`src/rtl/cmp_pkg.sv`:
```
// Shared types and constants for the serial 2-bit-slice comparator controller.
package cmp_pkg;

  typedef enum logic [1:0] {
    ST_IDLE = 2'd0,
    ST_SCAN = 2'd1,
    ST_DONE = 2'd2
  } state_t;

  localparam int unsigned SLICE_W = 2;
  localparam int unsigned RES_W   = 3;

  // Result encoding, packed as {eq, lt, gt}
  localparam logic [RES_W-1:0] RES_NONE = 3'b000;
  localparam logic [RES_W-1:0] RES_EQ   = 3'b100;
  localparam logic [RES_W-1:0] RES_LT   = 3'b010;
  localparam logic [RES_W-1:0] RES_GT   = 3'b001;

endpackage

```
`src/rtl/cmp2_slice.sv`:
```
// Gate-level 2-bit unsigned magnitude comparator; exactly one output is high.
module cmp2_slice
  import cmp_pkg::*;
(
  input  logic [SLICE_W-1:0] a,
  input  logic [SLICE_W-1:0] b,
  output logic               eq_c,
  output logic               lt_c,
  output logic               gt_c
);

  logic hi_eq_c;
  logic lo_eq_c;

  assign hi_eq_c = a[1] ~^ b[1];
  assign lo_eq_c = a[0] ~^ b[0];

  // MSB decides unless equal, then the LSB decides
  assign eq_c = hi_eq_c & lo_eq_c;
  assign gt_c = (a[1] & ~b[1]) | (hi_eq_c & a[0] & ~b[0]);
  assign lt_c = (~a[1] & b[1]) | (hi_eq_c & ~a[0] & b[0]);

endmodule

```
`src/rtl/serial_compare_ctrl.sv`:
```
// Compares two WIDTH-bit unsigned operands by stepping one 2-bit comparator
// slice from the MSB pair downward, stopping at the first unequal pair.
module serial_compare_ctrl
  import cmp_pkg::*;
#(
  parameter int unsigned WIDTH = 8
) (
  input  logic             clk,
  input  logic             rst_n,
  input  logic             start,
  input  logic [WIDTH-1:0] a,
  input  logic [WIDTH-1:0] b,
  output logic             busy,
  output logic             done,
  output logic             eq,
  output logic             lt,
  output logic             gt
);

  localparam int unsigned NSLICE = WIDTH / SLICE_W;
  localparam int unsigned IDX_W  = (NSLICE > 1) ? $clog2(NSLICE) : 1;
  localparam int unsigned SEL_W  = IDX_W + 1;

  state_t             state_q, state_d;
  logic [IDX_W-1:0]   idx_q, idx_d;
  logic [WIDTH-1:0]   a_q, a_d;
  logic [WIDTH-1:0]   b_q, b_d;
  logic [RES_W-1:0]   res_q, res_d;
  logic               busy_q, busy_d;
  logic               done_q, done_d;

  logic [SEL_W-1:0]   sel_c;
  logic [SLICE_W-1:0] sa_c;
  logic [SLICE_W-1:0] sb_c;
  logic               s_eq_c;
  logic               s_lt_c;
  logic               s_gt_c;

  // Bit offset of the current pair is idx*2
  assign sel_c = {idx_q, 1'b0};
  assign sa_c  = a_q[sel_c +: SLICE_W];
  assign sb_c  = b_q[sel_c +: SLICE_W];

  cmp2_slice u_slice (
    .a    (sa_c),
    .b    (sb_c),
    .eq_c (s_eq_c),
    .lt_c (s_lt_c),
    .gt_c (s_gt_c)
  );

  // Next-state, counter, operand capture and result update
  always_comb begin
    state_d = state_q;
    idx_d   = idx_q;
    a_d     = a_q;
    b_d     = b_q;
    res_d   = res_q;
    busy_d  = 1'b0;
    done_d  = 1'b0;

    case (state_q)
      ST_IDLE, ST_DONE: begin
        if (start) begin
          a_d     = a;
          b_d     = b;
          idx_d   = IDX_W'(NSLICE - 1);
          state_d = ST_SCAN;
        end else begin
          state_d = ST_IDLE;
        end
      end
      ST_SCAN: begin
        if (!s_eq_c) begin
          res_d   = s_lt_c ? RES_LT : (s_gt_c ? RES_GT : RES_NONE);
          state_d = ST_DONE;
        end else if (idx_q == '0) begin
          // Last pair equal: the whole operands are equal; idx never wraps
          res_d   = RES_EQ;
          state_d = ST_DONE;
        end else begin
          idx_d = idx_q - IDX_W'(1);
        end
      end
      default: state_d = ST_IDLE;
    endcase

    busy_d = (state_d == ST_SCAN);
    done_d = (state_d == ST_DONE);
  end

  always_ff @(posedge clk or negedge rst_n) begin
    if (!rst_n) begin
      state_q <= ST_IDLE;
      idx_q   <= '0;
      a_q     <= '0;
      b_q     <= '0;
      res_q   <= RES_NONE;
      busy_q  <= 1'b0;
      done_q  <= 1'b0;
    end else begin
      state_q <= state_d;
      idx_q   <= idx_d;
      a_q     <= a_d;
      b_q     <= b_d;
      res_q   <= res_d;
      busy_q  <= busy_d;
      done_q  <= done_d;
    end
  end

  assign busy = busy_q;
  assign done = done_q;
  assign eq   = res_q[2];
  assign lt   = res_q[1];
  assign gt   = res_q[0];

endmodule

```
`config.mk`:
```
export PLATFORM = sky130hd
export DESIGN_NAME = serial_compare_ctrl
export DESIGN_NICKNAME = d
export VERILOG_FILES = /design/src/rtl/cmp_pkg.sv /design/src/rtl/cmp2_slice.sv /design/src/rtl/serial_compare_ctrl.sv
export SDC_FILE = /design/constraint.sdc
export NUM_CORES = 1
export LEC_CHECK = 0
export BUFFER_PORTS_ARGS = -buffer_cell sky130_fd_sc_hd__buf_2
export CAP_MARGIN = 0
export CORE_ASPECT_RATIO = 0.9
export CORE_MARGIN = 4
export CORE_UTILIZATION = 44
export CTS_CLUSTER_DIAMETER = 80
export DETAILED_ROUTE_END_ITERATION = 6
export PLACE_DENSITY = 0.69
export SYNTH_ARGS = -nofsm -noshare
export SYNTH_HDL_FRONTEND = slang
export SYNTH_HIERARCHICAL = 1
export SYNTH_SLANG_ARGS = --single-unit
```
`constraint.sdc`:
```
create_clock -name clk -period 1.8 [get_ports clk]
set_input_delay 0.18 -clock clk [delete_from_list [all_inputs] [get_ports clk]]
set_output_delay 0.18 -clock clk [all_outputs]
set_load 0.005 [all_outputs]
```
# Word level (Yosys, flattened, before mapping)
# Index checks and enable logic that the tools add are counted.
# Widths: inputs -> output; s select.
dict set report op_classes {
  bitwise_logic 15
  shift 2
  mux 12
  eq_ne 8
  magnitude_cmp 0
  n_reduce_logical 7
  add_sub_neg 1
  div_mod_pow 0
  n_mul 0
}
# operator n
set ops {}
lappend ops {{$shiftx 8x4->2} 2}
lappend ops {{$mux 2} 6}
lappend ops {{$pmux 2 s2} 2}
lappend ops {{$and 1x1->1} 7}
lappend ops {{$mux 3} 2}
lappend ops {{$ne 2x2->1 const B} 3}
lappend ops {{$eq 2x1->1 const B} 2}
lappend ops {{$eq 2x2->1 const B} 2}
lappend ops {{$logic_not 2->1} 2}
lappend ops {{$not 1->1} 4}
lappend ops {{$reduce_and 2->1} 2}
lappend ops {{$reduce_and 4->1} 1}
lappend ops {{$mux 1} 2}
lappend ops {{$ne 2x1->1 const B} 1}
lappend ops {{$or 1x1->1} 2}
lappend ops {{$reduce_bool 2->1} 1}
lappend ops {{$reduce_or 2->1} 1}
lappend ops {{$sub 2x1->2 const B} 1}
lappend ops {{$xnor 1x1->1} 2}
dict set report totals {
  latch_bits 0
  mem_bits_ro 0
  out_inout_bits 5
  n_memories 0
  ramBits 0
  register_bits 25
  input_bits 19
}

# Longest topological paths before layout
dict set report logic_depth {
  word_depth 8
  ltp_mapped 8
}

# Modules after synthesis
# The synthesis kept the hierarchy.
# module cells_per_inst area_each_um2 n_inst seq_area_each_um2
set by_module_without_submodules {}
lappend by_module_without_submodules {serial_compare_ctrl 70 1071.0 1 625.6}
lappend by_module_without_submodules {cmp2_slice 10 71.3 1 0.0}

# Least setup slack after synthesis
# Ideal clock, no wire load.
dict set report synth_timing {
  path_kind {flip-flop to flip-flop}
  startpoint {reg idx_q[0]}
  endpoint {reg busy_q (netlist: busy)}
  path_slack_ns -0.163
  path_buffers 1
  t_arrival_ns 1.838
  stages_incl_launch_ff 8
  cell_sequence {dfrtp_1 > buf_6 > mux4_2 > inv_1 > ha_1 > and2_1 > and4bb_2 > or2_1}
}
dict set report synth_via {
  elab_chain_len 6
}
# element line_no
set synth_lines {}
lappend synth_lines {{start, declared} serial_compare_ctrl.sv:25} ;# logic [IDX_W-1:0] idx_q, idx_d;
lappend synth_lines {{start signal, assigned} serial_compare_ctrl.sv:103} ;# idx_q <= idx_d;
lappend synth_lines {{$shiftx 8x4->2} serial_compare_ctrl.sv:41} ;# assign sa_c = a_q[sel_c +: SLICE_W];
lappend synth_lines {{via sa_c[1]} serial_compare_ctrl.sv:33} ;# logic [SLICE_W-1:0] sa_c;
lappend synth_lines {{$xnor 1x1->1} cmp2_slice.sv:15} ;# assign hi_eq_c = a[1] ~^ b[1];
lappend synth_lines {{$and 1x1->1} cmp2_slice.sv:19} ;# assign eq_c = hi_eq_c & lo_eq_c;
lappend synth_lines {{via s_eq_c} serial_compare_ctrl.sv:35} ;# logic s_eq_c;
lappend synth_lines {{$mux 2} serial_compare_ctrl.sv:74} ;# if (!s_eq_c) begin
lappend synth_lines {{$pmux 2 s2} serial_compare_ctrl.sv:62} ;# case (state_q)
lappend synth_lines {{$eq 2x1->1} serial_compare_ctrl.sv:88} ;# busy_d = (state_d == ST_SCAN);
lappend synth_lines {{via busy_d} serial_compare_ctrl.sv:29} ;# logic busy_q, busy_d;
lappend synth_lines {{end signal, assigned} serial_compare_ctrl.sv:107} ;# busy_q <= busy_d;
lappend synth_lines {{end, declared} serial_compare_ctrl.sv:29}
# The timed path passes the listed nets, and every way through them passes these cells.
# A chain may end at the register's enable or synchronous reset.

# Worst setup path after layout
dict set report layout_timing {
  startpoint {reg idx_q[0]}
  endpoint {reg res_q[0]}
}
# element line_no
set layout_lines {}
lappend layout_lines {{$shiftx 8x4->2 (*)} serial_compare_ctrl.sv:41}
lappend layout_lines {{via sa_c[0]} serial_compare_ctrl.sv:33}
lappend layout_lines {{$xnor 1x1->1 (*)} cmp2_slice.sv:16} ;# assign lo_eq_c = a[0] ~^ b[0];
lappend layout_lines {{$and 1x1->1 (*)} cmp2_slice.sv:19}
lappend layout_lines {{via s_eq_c} serial_compare_ctrl.sv:35}
lappend layout_lines {{$ne 2x1->1 (no source line)} -}
lappend layout_lines {{$reduce_and 2->1 (no source line)} -}
lappend layout_lines {{end signal, assigned} serial_compare_ctrl.sv:106} ;# res_q <= res_d;
lappend layout_lines {{end, declared} serial_compare_ctrl.sv:28} ;# logic [RES_W-1:0] res_q, res_d;
# Mark *: on every way through the listed nets, which the timed path passes. The rest lies on a longest branch.

==> flow_summary.ini <==
[outcome]
status = finished, violations left
violations = negative setup slack

[synth]
ys_types = 21
synth_edf_count = 0
post_synth_main_area_contributors = dfrtp_1, mux2_2, mux4_2, ha_1, inv_1
syn_inst = 80
syn_area_sq_mm = 0.00114
synth_warnings = 6
synth-seq-area-share = 0.548
synth_area_per_cell_sq_um = 14.3
ys_ff_latch = 25
synth_nets = 102
ys_async_sr_fraction = 1.00
synth_top_area_share = 0.548
ys.flop_type = dfrtp_1
yosysTopAreaCell = dfrtp_1

[floorplanning]
num_rows = 17
dieArea_sq_mm = 0.00348
die_y_um = 56.3
coreArea_sq_mm = 0.00247
start_util = 0.463
die_x_um = 61.7
ios = 24

[finish]
fillers = 215
multi_input_area_sq_um = 508
design_area_sq_mm = 0.00143
fin_cells = 142
antenna_cells = 0
mostFrequentLayoutCell = dfrtp_1
regArea_sq_um = 627
syn_to_final_growth_pct = 25.0
nNetsFinal = 137
mostFrequentLayoutCells = dfrtp_1, buf_2, mux2_2
drive_gt1_frac = 0.623
fin_util = 0.579

[sta]
fin_skew_ns = 0.00956
finalSetupViolations = 9
holdWs_ns = 0.0662
fmax_mhz = 505
timing_max_transition_violations_final = 0
rsz0062_at_grt = true
fin_crit_ns = 1.98
worst_pin_slew_ns = 0.531
max_slew_margin = 0.646
finalWorstSetupSlack_ns = -0.180
finalHoldViolations = 0
fin_crit_sh = 1.10

[critical_path]
reg2reg_depth = 7
worstSetupStartpoint = idx_q[0]
path_max_fanout = 5
required_ns = 2.02
critical_path_depth = 7
cp-endpoint = res_q[0]
cp_common_cell = and2_4
arrival_ns = 2.20
path_cells = buf_4 > mux4_2 > xnor2_2 > and2_4 > inv_1 > and2_4 > a32o_1
critical_path_class = reg2reg
reg2reg_setup_slack_ns = -0.18
slowest_stage = mux4_2
r2r-end = res_q[0]
r2r_start = idx_q[0]
worst_setup_path_start_kind = register
slowest_delay_ns = 0.55
critPathBufInv = 2
cp-end-kind = register
critPathTopFamily = multiplexers

[grt]
grt_max_degree = 26
grt_pass1_vias = 794
grt_pass1_wl_um = 3440
antenna_found_initial = 0
grtUsageTotal = 0.133
overflow = 0

[power]
clockPowerShare = 0.098
internal_power_uw = 1790
seq_power_share = 0.350
p_leak_uw = 0.000694
p_switching_uw = 921
power_density_mw_per_mm2 = 1900
ir_drop_mv = 0.980
combPwrFrac = 0.551
swShare = 0.339

[place]
dpl.hpwl_um = 1610
placed_cells = 135
dp_slack_ns = -0.268
portBuffers = 23
place_congestion = 0.713
placed_area_sq_mm = 0.00133

[clock_network]
cts.reportedPaths.clkPinSlew_ns = 0.15
cts_buffer_depth = 2
clkLatencyLatePin_ns = 0.33
cts_num_sinks = 25
cts_inserted_buffers = 3
cts-root-buf = clkbuf_4
ctsHtreeMaxLevel = 1
cts_tree = built

[flow_run]
maxCapViolCount = 0

[detailed_routing]
post_drt_wl_per_cell_um = 14.0
antenna_left = 0
first_pass_iters = 2
drc = 0
route.vias.total = 728
drt_first_iter_violations = 9
vias_per_cell = 5.13
wl_um = 1990

[hold_path]
min_path_type = in2reg
holdCritStartpoint = a[7]
-- area by class of cell --
type / instances / area share
Sequential cell: 25 / 0.439
Multi-Input combinational cell: 43 / 0.356
Timing Repair Buffer: 33 / 0.135
Tap cell: 28 / 0.0245
Inverter: 9 / 0.0237
Clock buffer: 3 / 0.0158
Clock inverter: 1 / 0.00613
-- registers in the layout, summed over array words and instances (netlist names) --
| name | flops |
|---|---|
| a_q | 8 |
| b_q | 8 |
| res_q | 3 |
| idx_q | 2 |
| state_q | 2 |
| busy | 1 |
| done | 1 |
-- logic make-up (layout without fill, tap and decap cells) --
group,after synthesis,in the layout,share of synthesized area
AOI/OAI and AO/OA,8,8,0.0482
and+or+nand+nor,11,11,0.0679
buffers and inverters,12,46,0.0591
DFF,25,25,0.548
muxes,20,20,0.237
xor gates and xnor gates,1,1,0.00767
adders and majority gates,3,3,0.0329
-- routing by layer --
layer,share of wire,vias to the layer above,track usage
li1,-,349,-
met1,0.40,357,0.166
met2,0.53,20,0.217
met3,0.062,2,0.0506
met4,0.0045,0,0.0273
met5,0,-,0
-- worst min path at each step --
stage | to | slack (ns) | depth (start not counted)
4_1_cts | a_q[7] | 0.06 | 2
3_3_place_gp | done | 0.18 | 1
6_report | a_q[7] | 0.07 | 2
3_5_place_dp | done | 0.19 | 1
2_1_floorplan | a_q[0] | -0.12 | 0
5_1_grt | a_q[4] | 0.04 | 2
-- worst register-to-register path, delay by kind of cell, from the launching register on --
kind            cells  cell delay (ns)
mux                 1             0.55
xor+xnor            1             0.18
compound gates      1             0.21
buf+inv             2             0.18
simple gates        2             0.30
flops               1             0.45
-- through the flow --
step                TNS [ns]  power [uW]
global placement      -0.980        2130
global route           -2.16        2940
CTS                    -1.47        2600
floorplan             -0.699        1850
finish                 -1.19        2720
detailed placement     -1.69        2240
-- synth_stat cells, types with 2 or more instances --
library cell and number:
dfrtp_1 25, mux2_2 16, inv_1 9, mux4_2 4, a21oi_1 3, buf_6 3, ha_1 3, and2_1 2
nor3_1 2, or2_1 2
-- timing repair --
item | CTS | global route
endpoints found under the hold margin | 25 | 0
gates resized for setup | 1 | 7
endpoints found under the setup margin | 9 | 9
pin swaps | 2 | 1
hold buffers | 1 | 0
setup buffers | 2 | 0
-- power groups by stage --
| stage | sequential (uW) | combinational [uW] | clock (uW) |
|---|---|---|---|
| 3_3_place_gp | 958 | 1170 | 0 |
| 4_1_cts | 960 | 1360 | 278 |
| 2_1_floorplan | 918 | 930 | 0 |
| 5_1_grt | 989 | 1650 | 300 |
| 3_5_place_dp | 972 | 1260 | 0 |
| 6_report | 951 | 1500 | 267 |
(Power assumes the default switching activity.)
